$ cat src/rtl/router_pkg.sv
// router_pkg: shared types, field widths and header packing for the router packet source.
package router_pkg;

    typedef enum logic [2:0] {IDLE, FILL, HDR, PLD, PAR, GAP} state_t;

    localparam int ADDR_W = 2;
    localparam int LEN_W  = 6;
    localparam int DATA_W = 8;

    localparam logic [ADDR_W-1:0] ADDR_ILLEGAL = 2'b11;

    function automatic logic [DATA_W-1:0] pack_header(input logic [LEN_W-1:0] len,
                                                      input logic [ADDR_W-1:0] addr);
        return {len, addr};
    endfunction

endpackage

$ cat src/rtl/router_tx_buf.sv
// router_tx_buf: 64x8 first-word-fall-through payload FIFO with flush and occupancy count.
module router_tx_buf
    import router_pkg::*;
(
    input  logic              clock,
    input  logic              resetn,
    input  logic              flush,
    input  logic              push,
    input  logic              pop,
    input  logic [DATA_W-1:0] wr_data,
    output logic [DATA_W-1:0] rd_data,
    output logic              empty,
    output logic [6:0]        count
);

    // one extra pointer bit distinguishes full from empty
    logic [6:0]        wr_ptr, rd_ptr;
    logic [DATA_W-1:0] mem [64];

    assign count   = wr_ptr - rd_ptr;
    assign empty   = count == 7'd0;
    assign rd_data = mem[rd_ptr[5:0]];

    always_ff @(posedge clock) begin
        if (!resetn || flush) begin
            wr_ptr <= '0;
            rd_ptr <= '0;
        end else begin
            if (push) wr_ptr <= wr_ptr + 7'd1;
            if (pop) rd_ptr <= rd_ptr + 7'd1;
        end
    end

    always_ff @(posedge clock) begin
        if (push) mem[wr_ptr[5:0]] <= wr_data;
    end

endmodule

$ cat src/rtl/router_pkt_tx.sv
// router_pkt_tx: buffers a host payload, then drives header, payload and parity into the router,
// stalling on busy and leaving a fixed idle gap between packets.
module router_pkt_tx
    import router_pkg::*;
#(
    parameter int MAX_LEN    = 63,
    parameter int GAP_CYCLES = 2,
    parameter int CNT_W      = 16
) (
    input  logic              clock,
    input  logic              resetn,
    input  logic              cmd_valid,
    output logic              cmd_ready,
    input  logic [ADDR_W-1:0] cmd_addr,
    input  logic [LEN_W-1:0]  cmd_len,
    input  logic              pl_valid,
    output logic              pl_ready,
    input  logic [DATA_W-1:0] pl_data,
    input  logic              busy,
    output logic              pkt_valid,
    output logic [DATA_W-1:0] data_in,
    output logic              cmd_err,
    output logic              tx_done,
    output logic [CNT_W-1:0]  pkt_count
);

    state_t              state, state_n;
    logic [ADDR_W-1:0]   addr_q, addr_n;
    logic [LEN_W-1:0]    len_q, len_n;
    logic [DATA_W-1:0]   parity, parity_n, data_n;
    logic                valid_n, err_n, done_n;
    logic [CNT_W-1:0]    count_n;
    logic [7:0]          gap_cnt, gap_n;
    logic                push, pop, flush, empty, legal;
    logic [DATA_W-1:0]   rd_data;
    logic [6:0]          fill;

    router_tx_buf u_buf (
        .clock  (clock),
        .resetn (resetn),
        .flush  (flush),
        .push   (push),
        .pop    (pop),
        .wr_data(pl_data),
        .rd_data(rd_data),
        .empty  (empty),
        .count  (fill)
    );

    assign legal     = cmd_addr != ADDR_ILLEGAL && cmd_len != '0 && cmd_len <= LEN_W'(MAX_LEN);
    assign cmd_ready = state == IDLE && resetn;
    assign pl_ready  = state == FILL && fill < {1'b0, len_q};

    always_comb begin
        state_n  = state;
        addr_n   = addr_q;
        len_n    = len_q;
        parity_n = parity;
        data_n   = data_in;
        valid_n  = pkt_valid;
        err_n    = 1'b0;
        done_n   = 1'b0;
        count_n  = pkt_count;
        gap_n    = gap_cnt;
        push     = 1'b0;
        pop      = 1'b0;
        flush    = 1'b0;
        case (state)
            IDLE: if (cmd_valid) begin
                if (legal) begin
                    addr_n  = cmd_addr;
                    len_n   = cmd_len;
                    flush   = 1'b1;
                    state_n = FILL;
                end else err_n = 1'b1;
            end
            FILL: if (pl_valid && pl_ready) begin
                push = 1'b1;
                if (fill + 7'd1 == {1'b0, len_q}) begin
                    valid_n = 1'b1;
                    data_n  = pack_header(len_q, addr_q);
                    state_n = HDR;
                end
            end
            HDR: if (!busy) begin
                parity_n = data_in;
                data_n   = rd_data;
                pop      = 1'b1;
                state_n  = PLD;
            end
            // the byte on data_in was already popped, so an empty buffer means it is the last one
            PLD: if (!busy) begin
                parity_n = parity ^ data_in;
                if (empty) begin
                    valid_n = 1'b0;
                    data_n  = parity ^ data_in;
                    state_n = PAR;
                end else begin
                    data_n = rd_data;
                    pop    = 1'b1;
                end
            end
            PAR: if (!busy) begin
                done_n  = 1'b1;
                count_n = pkt_count + CNT_W'(1);
                data_n  = '0;
                gap_n   = '0;
                state_n = GAP;
            end
            GAP: begin
                gap_n   = gap_cnt + 8'd1;
                state_n = gap_cnt == 8'(GAP_CYCLES - 1) ? IDLE : GAP;
            end
            default: state_n = IDLE;
        endcase
    end

    always_ff @(posedge clock) begin
        if (!resetn) begin
            state     <= IDLE;
            addr_q    <= '0;
            len_q     <= '0;
            parity    <= '0;
            data_in   <= '0;
            pkt_valid <= 1'b0;
            cmd_err   <= 1'b0;
            tx_done   <= 1'b0;
            pkt_count <= '0;
            gap_cnt   <= '0;
        end else begin
            state     <= state_n;
            addr_q    <= addr_n;
            len_q     <= len_n;
            parity    <= parity_n;
            data_in   <= data_n;
            pkt_valid <= valid_n;
            cmd_err   <= err_n;
            tx_done   <= done_n;
            pkt_count <= count_n;
            gap_cnt   <= gap_n;
        end
    end

endmodule

$ cat config.mk
export PLATFORM = sky130hd
export DESIGN_NAME = router_pkt_tx
export DESIGN_NICKNAME = d
export VERILOG_FILES = /design/src/rtl/router_pkg.sv /design/src/rtl/router_tx_buf.sv /design/src/rtl/router_pkt_tx.sv
export SDC_FILE = /design/constraint.sdc
export NUM_CORES = 1
export LEC_CHECK = 0
export ABC_CLOCK_PERIOD_IN_PS = 5700
export CORE_MARGIN = 4
export CORE_UTILIZATION = 30
export DETAILED_ROUTE_END_ITERATION = 16
export SETUP_SLACK_MARGIN = 0.1
export SYNTH_ARGS = -nofsm -noshare
export SYNTH_HDL_FRONTEND = slang
export SYNTH_SLANG_ARGS = --single-unit
$ cat constraint.sdc
create_clock -name clock -period 5.7 [get_ports clock]
set_input_delay 0.57 -clock clock [delete_from_list [all_inputs] [get_ports clock]]
set_output_delay 0.57 -clock clock [all_outputs]
set_load 0.01 [all_outputs]
==> flow_summary.ini, run 1 <==
[cts]
cts-buffers-inserted = 56
htreeDepth = 2
clkLatencyLatePin_ps = 640
postCtsSetupBuffers = 0
holdBufCountCts = 0
path_clk_slew_ps = 60
cts_resized = 0
cts.path.max_buffers = 3
clock_sinks = 586
cts_tree = built
clock-root-buffer = clkbuf_16

[sta]
min_period_over_period = 0.824
rsz0062_at_grt = no
max_slew_margin = 0.332
max_freq_mhz = 213
min_period_ps = 4700
setup_violations = 0
drv_slew = 0
finalClockSkew_ps = 48.4
worst_pin_slew_ps = 993
tns_ps = 0
hold_viol = 0

[hold_path]
hold_path.class = reg2reg
holdPathStages = 2
min-delay-start = u_buf.rd_ptr[4]$_SDFFE_PP0P_

[setup_path]
end_kind = flop
crit_type = reg2reg
reg2reg_depth = 15
crit-reg2reg-launch = u_buf.wr_ptr[0]$_SDFFE_PP0P_
required_ps = 5930
path_max_fanout = 12
worst-r2r-setup-slack_ps = 1000
cp-start-kind = flop
critPathArrivalTime_ps = 4920
rr_endpoint = u_buf.mem[44][3]$_DFFE_PP_

[yosys]
avgSynthCellArea_um2 = 17.1
synth_top_family_by_area = multiplexers
synth_largest_area_cell = edfxtp_1
synth_xor_area_frac = 0.0157
synth_fa_ha_area_frac = 0.0107
synth_cell_types = 79
synth_warnings = 0
synth_edf_count = 512
synth-seq-cells = 586
syn_inst = 1407
async_reset_ff_frac = 0
synth_compound_area_frac = 0.0462
netlist_area_mm2 = 0.0241
ys_seq_area_frac = 0.699
synth_fp_nets = 1448
synthMuxAreaShare = 0.141
yosys.area.top_type_share = 0.638
yosys-top-cells-area = edfxtp_1, mux4_2, dfxtp_1
synth-main-ff-cell = edfxtp_1
synth_simple_gate_area_frac = 0.0671

[drt]
wl_per_cell_um = 23.1
vias = 13015
drt_pass1_iterations = 7
vias_per_cell = 5.05
wl_um = 59500
antenna_left = 0
drc = 0
drt_iter0_markers = 1499

[die]
die_w_um = 292
die-area_mm2 = 0.0850
num_rows = 103
start_util = 0.304
num_io_pins = 50
core_mm2 = 0.0794
die_height_um = 292

[placement]
placed_area_mm2 = 0.0259
io_buffers = 49
dp.cells = 2472
dp_hpwl_um = 36400
gp_congestion = 0.843

[power]
vdd_drop_max_mv = 0.207
swShare = 0.200
combPwrFrac = 0.021
seqPwrFrac = 0.533
p_per_area_mw_per_mm2 = 315
power_leakage_nw = 8.74
p_int_mw = 7.02
power.switching_mw = 1.75
pwr-share-clk = 0.446

[run_status]
outcome = finished, final reports clean

[global_route]
antenna_found_initial = 0
track_usage = 0.136
grt_pass1_wl_um = 87000
grt_max_degree = 65
grt-ovfl-total = 0
grt_pass1_vias = 12991

[final_layout]
fin_cells = 2575
fin_nets = 1521
drive_gt1_frac = 0.191
areaGrowthSynthToFinish_pct = 15.4
insertedDiodeCount = 0
postLayoutCoreUtil = 0.351
finalInstanceArea_mm2 = 0.0278

[run]
maxCapViolations = 0
[power by group through the flow]
| stage | logic (mW) | clock network [mW] | registers (mW) |
|---|---|---|---|
| floorplan | 0.0727 | 0 | 4.76 |
| global placement | 0.189 | 0 | 4.77 |
| detailed placement | 0.190 | 0 | 4.77 |
| CTS | 0.189 | 3.99 | 4.67 |
| global route | 0.201 | 4.18 | 4.67 |
| finish | 0.185 | 3.91 | 4.67 |
[sequential cells by signal, indices dropped and copies added, names as in the netlist, named ones only]
| name | flops |
|---|---|
| u_buf.rd_ptr | 7 |
| u_buf.mem | 512 |
| data_in | 8 |
| pkt_valid | 1 |
| pkt_count | 16 |
| parity | 8 |
| addr_q | 2 |
| gap_cnt | 8 |
| state | 3 |
| u_buf.wr_ptr | 7 |
| cmd_err | 1 |
| tx_done | 1 |
| len_q | 6 |
[how the worst max path moves through the flow]
| stage | from | endpoint | slack, ps | depth (start not counted) |
|---|---|---|---|---|
| after floorplan | u_buf.wr_ptr[0]$_SDFFE_PP0P_ | u_buf.mem[56][0]$_DFFE_PP_ | 1910 | 16 |
| after global placement | u_buf.wr_ptr[0]$_SDFFE_PP0P_ | u_buf.mem[5][5]$_DFFE_PP_ | 1110 | 15 |
| after detailed placement | u_buf.wr_ptr[0]$_SDFFE_PP0P_ | u_buf.mem[28][3]$_DFFE_PP_ | 950 | 15 |
| after CTS | u_buf.wr_ptr[0]$_SDFFE_PP0P_ | u_buf.mem[60][1]$_DFFE_PP_ | 990 | 15 |
| after global routing | u_buf.wr_ptr[0]$_SDFFE_PP0P_ | u_buf.mem[28][0]$_DFFE_PP_ | 640 | 15 |
| final | u_buf.wr_ptr[0]$_SDFFE_PP0P_ | u_buf.mem[44][3]$_DFFE_PP_ | 1000 | 15 |
[metal layers]
metal | GRT usage | wire length, µm
met2 | 0.211 | 27400
met1 | 0.192 | 26000
met3 | 0.0300 | 4570
met5 | 0 | 0
met4 | 0.0387 | 1530
[worst max-delay path, cell delays in order, from the launching register on]
cell and delay (ps):
dfxtp_1 480, inv_1 160, ha_1 220, inv_1 70, fa_1 220, nand3_2 110, and2_0 230, xnor2_1 360
inv_1 90, ha_1 280, o21ai_0 150, a21oi_1 60, and4b_4 470, nand2_1 90, or3_1 690, nor2_1 650
[logic make-up (layout without fill, tap and decap cells)]
kind of cell,after synthesis,in the layout
xor+xnor,36,36
fa+ha+maj,20,20
flops,586,586
mux,179,179
simple gates,314,314
buf+inv,116,234
compound gates,156,156
[stage by stage]
stage | power [mW] | hold slack, ps | worst slack (ps)
finish | 8.77 | 529 | 1000
global route | 9.05 | 560 | 643
CTS | 8.86 | 527 | 993
detailed placement | 4.96 | 516 | 954
global placement | 4.96 | 497 | 1110
floorplan | 4.83 | 477 | 1910
[placed cells by master, fill, tap and decap left out, types with 19 or more instances in the layout]
cell | synthesis | layout
edfxtp_1 | 512 | 512
mux4_2 | 128 | 128
nor2_1 | 107 | 107
dfxtp_1 | 74 | 72
clkbuf_16 | 0 | 57
buf_4 | 6 | 45
nand2_1 | 44 | 44
mux2i_1 | 44 | 44
inv_1 | 41 | 41
clkdlybuf4s50_1 | 0 | 41
o21ai_0 | 31 | 31
and2_1 | 29 | 29
xnor2_1 | 23 | 23
nor3_1 | 23 | 23
nand3_1 | 22 | 22
nor2b_1 | 19 | 19
ha_1 | 19 | 19
[Yosys cell counts (7+ instances only)]
library cell and number:
dfxtp_1 74, nor2b_1 19, o32ai_1 8, mux2i_1 44, o21ai_1 8, o22ai_1 15
a211oi_1 8, o311ai_1 8, mux2_2 7, inv_1 41, xnor2_1 23, clkbuf_1 36
o211ai_1 8, mux4_2 128, nor3_1 23, nor3b_1 8, buf_1 10, and2_1 29
a22o_1 7, a22oi_1 16, nor2_1 107, edfxtp_1 512, a21oi_1 17, buf_2 18
nand2_1 44, o21ai_0 31, nand3_1 22, or3_1 8, ha_1 19, nand4_1 11
xor2_1 8
[layout make-up]
type	instances	area, µm²
Sequential cell	586	16900
Inverter	44	165
Clock buffer	66	1470
Clock inverter	37	483
Timing Repair Buffer	87	768
Multi-Input combinational cell	705	6770
Tap cell	1050	1310
Fill cell	7489	51600
Power figures use the tool's default switching activity.
==> inputs of run 2 (changes only) <==
--- a/config.mk
+++ b/config.mk
@@ -5,7 +5,7 @@
 export SDC_FILE = /design/constraint.sdc
 export NUM_CORES = 1
 export LEC_CHECK = 0
-export ABC_CLOCK_PERIOD_IN_PS = 5700
+export ABC_CLOCK_PERIOD_IN_PS = 4700
 export CORE_MARGIN = 4
 export CORE_UTILIZATION = 30
 export DETAILED_ROUTE_END_ITERATION = 16
==> constraint.sdc (replaced) <==
create_clock -name clock -period 4.7 [get_ports clock]
set_input_delay 0.47 -clock clock [delete_from_list [all_inputs] [get_ports clock]]
set_output_delay 0.47 -clock clock [all_outputs]
set_load 0.01 [all_outputs]
==> flow_summary.ini, run 2 (synthesis results as in run 1) <==
[final_layout]
ff_latch_area_mm2 = 0.0169
layout_common_cells = edfxtp_1, mux4_2, nor2_1
fin_nets = 1574
mostFrequentLayoutCell = edfxtp_1
nFillCells = 7462
drive_gt1_frac = 0.218
insertedDiodeCount = 0
postLayoutCoreUtil = 0.355
finalInstanceArea_mm2 = 0.0282
largest_reg_flops = 512
multiInputGateArea_mm2 = 0.00678
areaGrowthSynthToFinish_pct = 16.8

[cts]
clock_sinks = 586
cts.path.max_buffers = 3
holdBufCountCts = 0
clock-root-buffer = clkbuf_16
path_clk_slew_ps = 60
htreeDepth = 2
clkLatencyLatePin_ps = 630
cts_tree = built
postCtsSetupBuffers = 0
cts_resized = 0
cts-buffers-inserted = 59

[sta]
hold_viol = 0
rsz0062_at_grt = no
worst_pin_slew_ps = 1080
min_period_over_period = 0.922
min_period_ps = 4330
setup_violations = 0
timing.final.ws_setup_ps = 368
max_slew_margin = 0.271
max_freq_mhz = 231
drv_slew = 0
finalClockSkew_ps = 17.9
tns_ps = 0

[die]
die_w_um = 292
num_io_pins = 50
die_height_um = 292
num_rows = 103
core_mm2 = 0.0794
die-area_mm2 = 0.0850
start_util = 0.304

[drt]
wl_um = 56200
drt_pass1_iterations = 9
antenna_left = 0
drc = 0
wl_per_cell_um = 21.4
drt_iter0_markers = 1190
vias = 13009
vias_per_cell = 4.95

[placement]
placed_area_mm2 = 0.0263
io_buffers = 49
dp_hpwl_um = 35800
dpl_worst_slack_ps = 367
gp_congestion = 0.814

[hold_path]
min-delay-start = pl_data[7]
holdPathStages = 1
hold_path.class = in2reg
min_to = u_buf.mem[30][7]$_DFFE_PP_

[global_route]
track_usage = 0.129
grt_pass1_vias = 13212
antenna_found_initial = 0
grt-ovfl-total = 0
grt_pass1_wl_um = 84800
grt_max_degree = 84

[setup_path]
critPathArrivalTime_ps = 3860
crit_start = u_buf.wr_ptr[0]$_SDFFE_PP0P_
crit_type = reg2out
crit-reg2reg-launch = u_buf.wr_ptr[0]$_SDFFE_PP0P_
path_cells = inv_1 -> ha_1 -> inv_1 -> fa_1 -> xor2_1 -> ha_1 -> o21a_1 -> o21ai_0 -> a21oi_1 -> and3b_1 -> clkdlybuf4s50_1
slowest_stage = clkdlybuf4s50_1
cp-start-kind = flop
required_ps = 4230
reg2reg_depth = 15
crit_path_max_incr_delay_ps = 590
path_max_fanout = 7
worst-r2r-setup-slack_ps = 420
rr_endpoint = u_buf.mem[8][5]$_DFFE_PP_
end_kind = primary output

[power]
power.switching_mw = 2.15
p_per_area_mw_per_mm2 = 372
vdd_drop_max_mv = 0.281
p_int_mw = 8.32
seqPwrFrac = 0.541
combPwrFrac = 0.021
pwr-share-clk = 0.437
swShare = 0.205
power_leakage_nw = 8.96

[run]
maxCapViolations = 0

[run_status]
outcome = finished, final reports clean
## run 2: power groups by stage
stage,Clock (mW),Sequential [mW],Combinational [mW]
6_report,4.58,5.67,0.221
5_1_grt,4.92,5.66,0.242
4_1_cts,4.69,5.67,0.226
3_5_place_dp,0,5.78,0.225
3_3_place_gp,0,5.78,0.220
2_1_floorplan,0,5.78,0.0882
## run 2: worst max-delay path by stage
stage | end | cells after the start
6_report | pl_ready | 11
3_3_place_gp | u_buf.mem[16][1]$_DFFE_PP_ | 17
4_1_cts | pl_ready | 13
5_1_grt | pl_ready | 11
3_5_place_dp | u_buf.mem[8][5]$_DFFE_PP_ | 17
2_1_floorplan | u_buf.mem[56][0]$_DFFE_PP_ | 16
## run 2: routing by layer
layer	track usage	wire, µm
met4	0.0369	1350
met5	0	0
met3	0.0253	3690
met2	0.203	26100
met1	0.184	25100
## run 2: worst max-delay path, delay by kind of cell (launching register included)
family                   cells  cell delay, ps
buffers and inverters        3             830
AND/OR/NAND/NOR              1             250
flip-flops                   1             390
adder cells (fa/ha/maj)      3             940
XOR/XNOR                     1             450
AO/OA/AOI/OAI                3             390
## run 2: stage by stage
step	power, mW	std cells	hold WS (ps)
floorplan	5.86	1407	477
global placement	6.00	2522	488
detailed placement	6.00	2522	511
CTS	10.6	2630	328
global route	10.8	2630	348
finish	10.5	2630	351
## run 2: area by class of cell
| cell class | count | area share |
|---|---|---|
| well taps | 1050 | 0.0467 |
| repair buffers | 137 | 0.0409 |
| multi-input cells | 705 | 0.241 |
| clock inverters | 36 | 0.0129 |
| inverters | 44 | 0.00586 |
| clock buffers | 72 | 0.0542 |
| flip-flops and latches | 586 | 0.599 |
